<file path="src/rtl/rr_arbiter_4_pkg.sv">
// Shared types, sizes and the rotating priority pick for the 4-way round-robin arbiter.
// Contents: arb_state_t (IDLE/GRANT), N_REQ, IDX_W, rotate_pick().
package arb_pkg;

   localparam int unsigned N_REQ = 4;
   localparam int unsigned IDX_W = 2;

   typedef enum logic {
      IDLE  = 1'b0,
      GRANT = 1'b1
   } arb_state_t;

   // First set request bit found scanning ptr, ptr+1, ... with 2-bit wrap; one-hot result.
   function automatic logic [N_REQ-1:0] rotate_pick(input logic [N_REQ-1:0] req,
                                                    input logic [IDX_W-1:0] ptr);
      logic [IDX_W-1:0] idx;
      logic             found;
      rotate_pick = '0;
      found       = 1'b0;
      for (int i = 0; i < int'(N_REQ); i++) begin
         idx = ptr + IDX_W'(i);
         if (!found && req[idx]) begin
            rotate_pick[idx] = 1'b1;
            found            = 1'b1;
         end
      end
   endfunction

endpackage

</file>
<file path="src/rtl/rr_arbiter_4_if.sv">
// Request/grant bundle between the requesters and rr_arbiter_4.
//   req     : level request per requester
//   rel     : release strobe per requester (only the owner's bit matters)
//   gnt     : one-hot grant
//   gnt_idx : binary index of the owner
//   gnt_vld : a grant is active
//   timeout : one-cycle pulse on a forced release
// master = requester side, slave = arbiter side.
interface rr_arbiter_4_if;
   import arb_pkg::*;

   logic [N_REQ-1:0] req;
   logic [N_REQ-1:0] rel;
   logic [N_REQ-1:0] gnt;
   logic [IDX_W-1:0] gnt_idx;
   logic             gnt_vld;
   logic             timeout;

   modport master (
      output req, rel,
      input  gnt, gnt_idx, gnt_vld, timeout
   );

   modport slave (
      input  req, rel,
      output gnt, gnt_idx, gnt_vld, timeout
   );

endinterface

</file>
<file path="src/rtl/rr_arbiter_4_onehot4_to_bin.sv">
// Combinational one-hot to 2-bit binary decode of the arbitration winner.
//   oh  : one-hot input (non one-hot patterns decode to 0)
//   idx : binary index
module onehot4_to_bin
   import arb_pkg::*;
(
   input  logic [N_REQ-1:0] oh,
   output logic [IDX_W-1:0] idx
);

   always_comb begin : decode
      idx = '0;
      case (oh)
         4'b0001: idx = 2'd0;
         4'b0010: idx = 2'd1;
         4'b0100: idx = 2'd2;
         4'b1000: idx = 2'd3;
         default: idx = 2'd0;
      endcase
   end

endmodule

</file>
<file path="src/rtl/rr_arbiter_4.sv">
// Four-requester round-robin arbiter for a single-owner resource.
// A grant is held until the owner pulses rel or drops req; at least one idle cycle
// separates any two grants, and the priority pointer moves past the last owner.
// Ports:
//   clk   : rising-edge clock
//   rst_n : asynchronous active-low reset
//   arb   : rr_arbiter_4_if.slave (req, rel in; gnt, gnt_idx, gnt_vld, timeout out)
// Parameters: MAX_HOLD (grant cycle limit), HOLD_W (hold counter width, 2**HOLD_W > MAX_HOLD).
// Optional macro ARB_TIMEOUT_EN: builds the hold counter and forced release with timeout
// pulse; when undefined a grant is held indefinitely and timeout is tied 0.
module rr_arbiter_4
   import arb_pkg::*;
#(
   parameter int unsigned MAX_HOLD = 16,
   parameter int unsigned HOLD_W   = 5
) (
   input  logic           clk,
   input  logic           rst_n,
   rr_arbiter_4_if.slave  arb
);

   // Elaboration-time guard: the counter must be able to reach MAX_HOLD-1.
   if ((2 ** HOLD_W) <= MAX_HOLD) begin : g_bad_cfg
      $error("rr_arbiter_4: HOLD_W too narrow for MAX_HOLD");
   end

   arb_state_t       state_q, state_d;
   logic [N_REQ-1:0] gnt_q, gnt_d;
   logic [IDX_W-1:0] gnt_idx_q, gnt_idx_d;
   logic             gnt_vld_q, gnt_vld_d;
   logic [IDX_W-1:0] ptr_q, ptr_d;

   logic [N_REQ-1:0] win_oh;
   logic [IDX_W-1:0] win_idx;
   logic             release_c;
   logic             force_c;

   // Rotating-priority winner and its binary index.
   assign win_oh = rotate_pick(arb.req, ptr_q);

   onehot4_to_bin u_dec (
      .oh  (win_oh),
      .idx (win_idx)
   );

   // Owner gives the resource back by strobing rel or by dropping its request.
   assign release_c = arb.rel[gnt_idx_q] | ~arb.req[gnt_idx_q];

`ifdef ARB_TIMEOUT_EN
   logic [HOLD_W-1:0] hold_q, hold_d;
   logic              timeout_q, timeout_d;

   // Limit reached with no voluntary release in the same cycle.
   assign force_c = (hold_q == HOLD_W'(MAX_HOLD - 1)) & ~release_c;
`else
   assign force_c = 1'b0;
`endif

   // State register.
   always_ff @(posedge clk or negedge rst_n) begin : state_reg
      if (!rst_n) state_q <= IDLE;
      else        state_q <= state_d;
   end

   // Next-state logic.
   always_comb begin : next_state
      state_d = state_q;
      case (state_q)
         IDLE:    if (|arb.req)             state_d = GRANT;
         GRANT:   if (release_c || force_c) state_d = IDLE;
         default:                           state_d = IDLE;
      endcase
   end

   // Next values of the output, pointer and hold registers.
   always_comb begin : output_logic
      gnt_d     = gnt_q;
      gnt_idx_d = gnt_idx_q;
      ptr_d     = ptr_q;
      case (state_q)
         IDLE: begin
            if (|arb.req) begin
               gnt_d     = win_oh;
               gnt_idx_d = win_idx;
            end
         end
         GRANT: begin
            if (release_c || force_c) begin
               gnt_d = '0;
               ptr_d = gnt_idx_q + IDX_W'(1);
            end
         end
         default: begin
            gnt_d = '0;
         end
      endcase
      gnt_vld_d = |gnt_d;
`ifdef ARB_TIMEOUT_EN
      hold_d    = '0;
      timeout_d = 1'b0;
      if (state_q == GRANT) begin
         timeout_d = force_c;
         if (!(release_c || force_c)) hold_d = hold_q + HOLD_W'(1);
      end
`endif
   end

   // Output and bookkeeping registers.
   always_ff @(posedge clk or negedge rst_n) begin : out_reg
      if (!rst_n) begin
         gnt_q     <= '0;
         gnt_idx_q <= '0;
         gnt_vld_q <= 1'b0;
         ptr_q     <= '0;
      end else begin
         gnt_q     <= gnt_d;
         gnt_idx_q <= gnt_idx_d;
         gnt_vld_q <= gnt_vld_d;
         ptr_q     <= ptr_d;
      end
   end

`ifdef ARB_TIMEOUT_EN
   // Hold counter and timeout pulse.
   always_ff @(posedge clk or negedge rst_n) begin : hold_reg
      if (!rst_n) begin
         hold_q    <= '0;
         timeout_q <= 1'b0;
      end else begin
         hold_q    <= hold_d;
         timeout_q <= timeout_d;
      end
   end

   assign arb.timeout = timeout_q;
`else
   assign arb.timeout = 1'b0;
`endif

   assign arb.gnt     = gnt_q;
   assign arb.gnt_idx = gnt_idx_q;
   assign arb.gnt_vld = gnt_vld_q;

endmodule

</file>
<file path="src/flat_wrapper.sv">
// flat-port wrapper written by rule: the top's interface ports become plain ports
module rr_arbiter_4_flat import arb_pkg::*;
#(
   parameter int unsigned MAX_HOLD = 16,
   parameter int unsigned HOLD_W   = 5
)
  (clk, rst_n, arb_req, arb_rel, arb_gnt, arb_gnt_idx, arb_gnt_vld, arb_timeout);
  rr_arbiter_4_if arb_i ();
  input  logic clk;
  input  logic rst_n;
  input wire logic [$bits(arb_i.req)-1:0] arb_req;
  input wire logic [$bits(arb_i.rel)-1:0] arb_rel;
  output wire logic [$bits(arb_i.gnt)-1:0] arb_gnt;
  output wire logic [$bits(arb_i.gnt_idx)-1:0] arb_gnt_idx;
  output wire logic [$bits(arb_i.gnt_vld)-1:0] arb_gnt_vld;
  output wire logic [$bits(arb_i.timeout)-1:0] arb_timeout;
  assign arb_i.req = arb_req;
  assign arb_i.rel = arb_rel;
  assign arb_gnt = arb_i.gnt;
  assign arb_gnt_idx = arb_i.gnt_idx;
  assign arb_gnt_vld = arb_i.gnt_vld;
  assign arb_timeout = arb_i.timeout;
  rr_arbiter_4 #(.MAX_HOLD(MAX_HOLD), .HOLD_W(HOLD_W)) u_core (.clk(clk), .rst_n(rst_n), .arb(arb_i));
endmodule
</file>
<file path="config.mk">
export PLATFORM = sky130hd
export DESIGN_NAME = rr_arbiter_4_flat
export DESIGN_NICKNAME = d
export VERILOG_FILES = /design/src/rtl/rr_arbiter_4_pkg.sv /design/src/rtl/rr_arbiter_4_if.sv /design/src/rtl/rr_arbiter_4_onehot4_to_bin.sv /design/src/rtl/rr_arbiter_4.sv /design/src/flat_wrapper.sv
export SDC_FILE = /design/constraint.sdc
export NUM_CORES = 1
export LEC_CHECK = 0
export BUFFER_PORTS_ARGS = -buffer_cell sky130_fd_sc_hd__buf_4
export CAP_MARGIN = 0
export CORE_MARGIN = 2
export CORE_UTILIZATION = 57
export CTS_CLUSTER_SIZE = 20
export DETAILED_ROUTE_END_ITERATION = 6
export HOLD_SLACK_MARGIN = 0.03
export PLACE_DENSITY_LB_ADDON = 0.3
export SYNTH_ARGS = -nofsm -noshare
export SYNTH_HDL_FRONTEND = slang
export SYNTH_SLANG_ARGS = --single-unit
</file>
<file path="constraint.sdc">
create_clock -name clk -period 6.6 [get_ports clk]
set_input_delay 0.66 -clock clk [delete_from_list [all_inputs] [get_ports clk]]
set_output_delay 0.66 -clock clk [all_outputs]
set_load 0.05 [all_outputs]
</file>
======== After elaboration in Yosys (flattened, before gate mapping) ========
Index checks and enable logic that the tools add are counted.
word-level totals
  flip-flop bits (word level) ............. 10
  latch bits .............................. 0
  memory bits (writable) .................. 0
  ROM bits ................................ 0
  bits of input ports ..................... 10
  output and inout port bits .............. 8
  word-level logic and storage cells ...... 75
  memories ................................ 0
operators by class
  add/sub/neg operators ................... 4
  multipliers ............................. 0
  divide/modulo/power cells ............... 0
  $lt $le $gt $ge ......................... 9
  eq/ne operators ......................... 3
  shift operators ......................... 0
  multiplexer cells ....................... 34
  bitwise gates (word level) .............. 6
  reduce and logical (&&, ||, !) cells .... 14
operators with widths
  operator                                                                              count
  4-bit two-way mux                                                                     6
  2-bit by 3-bit < comparator with 1-bit output (second input constant)                 5
  1-bit two-way mux                                                                     15
  1-bit binary-select mux with 2-bit select                                             6
  4-bit OR                                                                              3
  1-bit demux with 2-bit select                                                         4
  2-bit by 1-bit greater-or-equal comparator with 1-bit output (second input constant)  4
  4-bit one-hot mux with 2 select lines                                                 1
  4-bit OR reduction                                                                    2
  1-bit logical AND                                                                     7
  2-bit one-hot mux with 3 select lines                                                 1
  2-bit by 1-bit adder with 2-bit output (second input constant)                        2
  2-bit adder (second input constant)                                                   2
  4-bit by 2-bit == test with 1-bit output (second input constant)                      1
  4-bit by 3-bit == test with 1-bit output (second input constant)                      1
  4-bit == test (second input constant)                                                 1
  2-bit AND reduction                                                                   2
  1-bit logical NOT                                                                     3
  1-bit NOT                                                                             2
  1-bit one-hot mux with 2 select lines                                                 1
  1-bit OR                                                                              1

======== Longest topological paths before layout ========
  depth after elaboration ................. 15
  gate-level depth with buffers ........... 9
  gate-level depth less buffers ........... 8

======== Cells and area by module ========
A second synthesis with hierarchy kept.
unflattened totals
  cells, all modules ...................... 120
  area, all modules ....................... 1031.0 um^2
by module, submodules not included
  module          times used  cells each  area each (um^2)  sequential area each (um^2)
  rr_arbiter_4    1           116         993.5             250.2
  onehot4_to_bin  1           4           37.5              0.0

======== Worst setup path after synthesis ========
No wires, ideal clock.
  path type ............................... reg-to-reg
  from .................................... register u_core.ptr_q[0]
  to ...................................... register u_core.gnt_vld_q (netlist: u_core.arb.gnt_vld)
  library setup time ...................... 0.139 ns
  arrival time ............................ 2.374 ns
  data required time ...................... 6.461 ns
  setup slack ............................. 4.087 ns
  cell stages (with the launch flop) ...... 10
  buffers on the path ..................... 1
  clock period less this slack ............ 2.513 ns
  path through ............................ dfrtp_1 > buf_6 > inv_1 > ha_1 > mux4_2 > nor2b_4 > a22oi_2 > nand3_2 > a22o_1 > or4_1
between the ends
  longest elaborated chain between the ends .. 15
  elaborated cells on any way between the ends .. 50
  those cells by class .................... 3 x add/sub; 8 x order compare; 25 x mux; 3 x bitwise; 11 x reduce/logical
RTL lines
  what                                                                                                    line                    text
  start, declared                                                                                         rr_arbiter_4.sv:31      logic [IDX_W-1:0] ptr_q, ptr_d;
  start signal, assigned                                                                                  rr_arbiter_4.sv:119     ptr_q <= ptr_d;
  parallel branches: the longest is 11 deep, another holds 2-bit by 3-bit < comparator with 1-bit output  n/a
  4-bit two-way mux (*)                                                                                   rr_arbiter_4_pkg.sv:22  if (!found && req[idx]) begin
  4-bit two-way mux (*)                                                                                   rr_arbiter_4.sv:82      if (|arb.req) begin
  4-bit one-hot mux with 2 select lines (*)                                                               rr_arbiter_4.sv:80      case (state_q)
  named net u_core.gnt_d[2]                                                                               rr_arbiter_4.sv:28      logic [N_REQ-1:0] gnt_q, gnt_d;
  4-bit OR reduction (*)                                                                                  rr_arbiter_4.sv:97      gnt_vld_d = |gnt_d;
  named net u_core.gnt_vld_d                                                                              rr_arbiter_4.sv:30      logic gnt_vld_q, gnt_vld_d;
  end signal, assigned                                                                                    rr_arbiter_4.sv:118     gnt_vld_q <= gnt_vld_d;
  end, declared                                                                                           rr_arbiter_4.sv:30
Mark *: on every way through the listed nets, which the timed path passes. The select of a mux whose other input is x is not followed.
A chain may end at the register's enable or synchronous reset.

======== Worst setup path after layout ========
  from .................................... register u_core.ptr_q[0]
  to ...................................... register u_core.gnt_idx_q[0] (netlist: u_core.arb.gnt_idx[0])
between the ends
  longest elaborated chain between the ends .. 14
  elaborated cells on any way between the ends .. 51
  those cells by class .................... 3 x add/sub; 8 x order compare; 3 x eq/ne; 24 x mux; 3 x bitwise; 10 x reduce/logical
RTL lines
  what                                                                                                    line                               text
  parallel branches: the longest is 11 deep, another holds 2-bit by 3-bit < comparator with 1-bit output  n/a
  4-bit two-way mux (*)                                                                                   rr_arbiter_4_pkg.sv:22
  4-bit == test (tied with other cells)                                                                   rr_arbiter_4_onehot4_to_bin.sv:13  case (oh)
  2-bit one-hot mux with 3 select lines (*)                                                               rr_arbiter_4_onehot4_to_bin.sv:13
  end signal, assigned                                                                                    rr_arbiter_4.sv:117                gnt_idx_q <= gnt_idx_d;
  end, declared                                                                                           rr_arbiter_4.sv:29                 logic [IDX_W-1:0] gnt_idx_q, gnt_idx_d;
Every way passes the cells marked *. The select of a mux whose other input is x is not followed.

==> impl_metrics.yaml <==
detailed_routing:
  drt_pass1_iterations: 4
  drt_iter0_markers: 11
  wl_um: 1768
  wire_per_inst_um: 14.86
  detailroute.via_count: 740
  via_per_inst: 6.218
  post-route-drc-count: 0
  detail-route-antenna-nets: 0
worst_setup_path:
  worst-setup-path-type: "flip-flop to flip-flop"
  crit_path_start: "u_core.ptr_q[0]$_DFFE_PN0P_"
  critical_path_arrival_ps: 3010
  reg2reg_from: "u_core.ptr_q[0]$_DFFE_PN0P_"
  critical_path.endpoint_type: "flip-flop"
  r2r_slack_ps: 3720
  crit_fanout: 13
  cp-start-kind: "flip-flop"
  crit_required_ps: 6720
logic_synthesis:
  yosys.area.top_type: "sky130_fd_sc_hd__dfrtp_1"
  synthArstFlopShare_pct: 100.0
  synth_top_cells_by_area: "sky130_fd_sc_hd__dfrtp_1 (29%), sky130_fd_sc_hd__ha_1 (8.7%), sky130_fd_sc_hd__mux4_2 (5.2%)"
  postSynthAreaPerCell_um2: 9.952
  synth-seq-cells: 10
  synth.most_common_cell: "sky130_fd_sc_hd__dfrtp_1"
  netlist_area_um2: 865.8
  most_used_flip_flop_cell_after_synthesis: "sky130_fd_sc_hd__dfrtp_1"
  synth-seq-area-share_pct: 28.90
  yosysWarningCount: 0
  mappedNetlistNets: 103
  synth_cell_types: 37
  synth_top_area_share_pct: 28.90
  synth_edf_count: 0
  number_of_instances_in_the_synthesized_netlist: 87
  synth.top_cells.by_count: "sky130_fd_sc_hd__dfrtp_1 (10), sky130_fd_sc_hd__ha_1 (6), sky130_fd_sc_hd__o21ai_0 (6)"
die:
  initial_standard_cell_utilization_of_the_core_pct: 58.84
  die_area_um2: 1847
  die_x_um: 42.98
  die-height_um: 42.98
  core_area_um2: 1471
  std_cell_rows: 14
  number_of_placed_i_o_pins: 18
cts:
  number_of_cts_inserted_buffers: 3
  cts.repair_timing.setup_buffer_count: 0
  post_cts_resize_count: 0
  cts_stage_hold_buffer_count: 0
  clock_path_buffers: 2
  clock_sink_count: 10
  clk_pin_slew_worst_paths_ps: 60
  clock_insertion_delay_worst_skew_ps: 270
  clock_tree_from_tritoncts: "yes"
  clk_root_buffer_cell: "sky130_fd_sc_hd__clkbuf_4"
  htree_levels: 1
layout:
  n_fill_cell: 119
  drive_gt1_share_pct: 30.10
  antennaDiodeCount: 0
  final_net_count: 120
  flow.area_growth_from_synthesis_pct: 15.61
  multiInputGateArea_um2: 555.5
  register_area_um2: 250.2
sta:
  rsz0062_at_grt: "false"
  period_utilization_pct: 43.68
  timing.clock.skew_ps: 1.494
  report.final.slew_viol_count: 0
  fin_ws_ps: 3717
  setup_total_negative_slack_ps: 0
  fmaxAchievable_ghz: 0.3469
  number_of_failing_setup_endpoints_in_the_final_timing_report: 0
  hold_violations: 0
  fin_crit_ps: 2883
place:
  port_buffers: 16
  dp_hpwl_um: 1279
  finalWeightedCongestion: 0.7581
  pre_cts_ws_ps: 3809
min_path:
  hold_path.class: "primary input to asynchronous set/reset pin"
power:
  p_sw_mw: 0.2370
  power.sequential.fraction_pct: 24.3
  power_report.internal_total_mw: 0.2526
  powerDensity_nw_per_um2: 489.1
  power.switching_fraction_pct: 48.41
  p_leak_nw: 0.4571
  p_clk_share_pct: 11.2
  comb_power_share_pct: 64.6
  vdd_drop_max_mv: 0.2717
run_status:
  run_status: "finished, final reports clean"
global_route:
  grt_first_pass_wirelength_um: 3132
  global_route.overflow_total: 0
  grt_antenna_before_repair: 0
  track_usage_pct: 23.02
  grt_pass1_vias: 711
  largest_net_degree_at_the_start_of_global_routing: 14
job:
  cap_violations: 0
final cells by class:
| type | instances | area share (%) |
|---|---|---|
| Clock buffer | 4 | 3.625 |
| Inverter | 5 | 1.875 |
| Multi-Input combinational cell | 68 | 55.50 |
| Sequential cell | 10 | 25.00 |
| Tap cell | 16 | 2.000 |
| Timing Repair Buffer | 16 | 12.00 |
worst max-delay path, stage by stage (launching register included):
cell	delay [ps]
sky130_fd_sc_hd__dfrtp_1	590
sky130_fd_sc_hd__inv_1	150
sky130_fd_sc_hd__ha_1	410
sky130_fd_sc_hd__mux2_1	340
sky130_fd_sc_hd__a211oi_1	390
sky130_fd_sc_hd__o21ai_0	180
sky130_fd_sc_hd__nand4_1	190
sky130_fd_sc_hd__xnor2_1	110
sky130_fd_sc_hd__o41ai_1	370
registers in the layout, indices dropped and copies added, names as in the netlist:
| signal | flops |
|---|---|
| u_core.arb.gnt_vld | 1 |
| u_core.arb.gnt | 4 |
| u_core.ptr_q | 2 |
| u_core.state_q | 1 |
| u_core.arb.gnt_idx | 2 |
cells in the final DEF (no fill, tap or decap), types with 2 or more instances in the layout:
| cell type | instances |
|---|---|
| sky130_fd_sc_hd__nand2_1 | 5 |
| sky130_fd_sc_hd__nand3_2 | 2 |
| sky130_fd_sc_hd__clkbuf_4 | 3 |
| sky130_fd_sc_hd__o21ai_1 | 4 |
| sky130_fd_sc_hd__dfrtp_1 | 10 |
| sky130_fd_sc_hd__buf_4 | 16 |
| sky130_fd_sc_hd__o21ai_0 | 6 |
| sky130_fd_sc_hd__xnor2_1 | 2 |
| sky130_fd_sc_hd__nand3b_1 | 5 |
| sky130_fd_sc_hd__a22o_1 | 4 |
| sky130_fd_sc_hd__a211oi_1 | 2 |
| sky130_fd_sc_hd__mux4_2 | 2 |
| sky130_fd_sc_hd__o41ai_1 | 2 |
| sky130_fd_sc_hd__ha_1 | 6 |
| sky130_fd_sc_hd__inv_1 | 5 |
| sky130_fd_sc_hd__or3b_1 | 2 |
| sky130_fd_sc_hd__a21oi_1 | 2 |
| sky130_fd_sc_hd__nor2_1 | 2 |
| sky130_fd_sc_hd__a22oi_1 | 2 |
| sky130_fd_sc_hd__or3b_2 | 3 |
logic make-up (layout without fill, tap and decap cells):
group                      after synthesis  after routing  share of synthesized area, %
AOI/OAI and AO/OA                       27             27                         22.69
and+or+nand+nor                         27             27                         21.54
DFF                                     10             10                         28.90
buffers and inverters                    9             25                         6.937
adders and majority gates                6              6                         8.670
muxes                                    4              4                         7.803
xor gates and xnor gates                 3              3                         3.035
other                                    1              1                        0.4331
stage by stage:
step	hold slack (ps)	total power [mW]	cell area [um^2]	cells	util [%]
global placement	489.3	0.4230	964.7	115	65.56
CTS	198.8	0.4899	1001	119	68.03
detailed placement	494.6	0.4274	964.7	115	65.56
global route	208.1	0.5280	1001	119	68.03
finish	204.2	0.4895	1001	119	68.03
floorplan	364.4	0.3685	865.8	87	-
path summary, 6_finish.rpt:
check	to	cells after the start
max in group asynchronous	u_core.ptr_q[0]$_DFFE_PN0P_	1
hold reg to reg	u_core.arb.gnt[2]$_DFF_PN0_	1
setup reg to reg	u_core.arb.gnt_idx[0]$_DFFE_PN0P_	8
min in group clk	u_core.arb.gnt[2]$_DFF_PN0_	1
setup / recovery	u_core.arb.gnt_idx[0]$_DFFE_PN0P_	8
hold / removal	u_core.arb.gnt_vld$_DFF_PN0_	1
metal layers:
metal  GRT usage, %  part of all wire (%)
met5              0                     0
met4          14.55                   3.7
met3          3.830                   4.1
met2          35.45                    47
met1          29.86                    46
power by group through the flow:
stage	Clock (mW)	Sequential [mW]	Combinational [mW]
2_1_floorplan	0	0.152	0.216
3_3_place_gp	0	0.118	0.305
3_5_place_dp	0	0.120	0.307
4_1_cts	0.0568	0.119	0.314
5_1_grt	0.0586	0.125	0.344
6_report	0.0547	0.119	0.316
(Power assumes the default switching activity.)
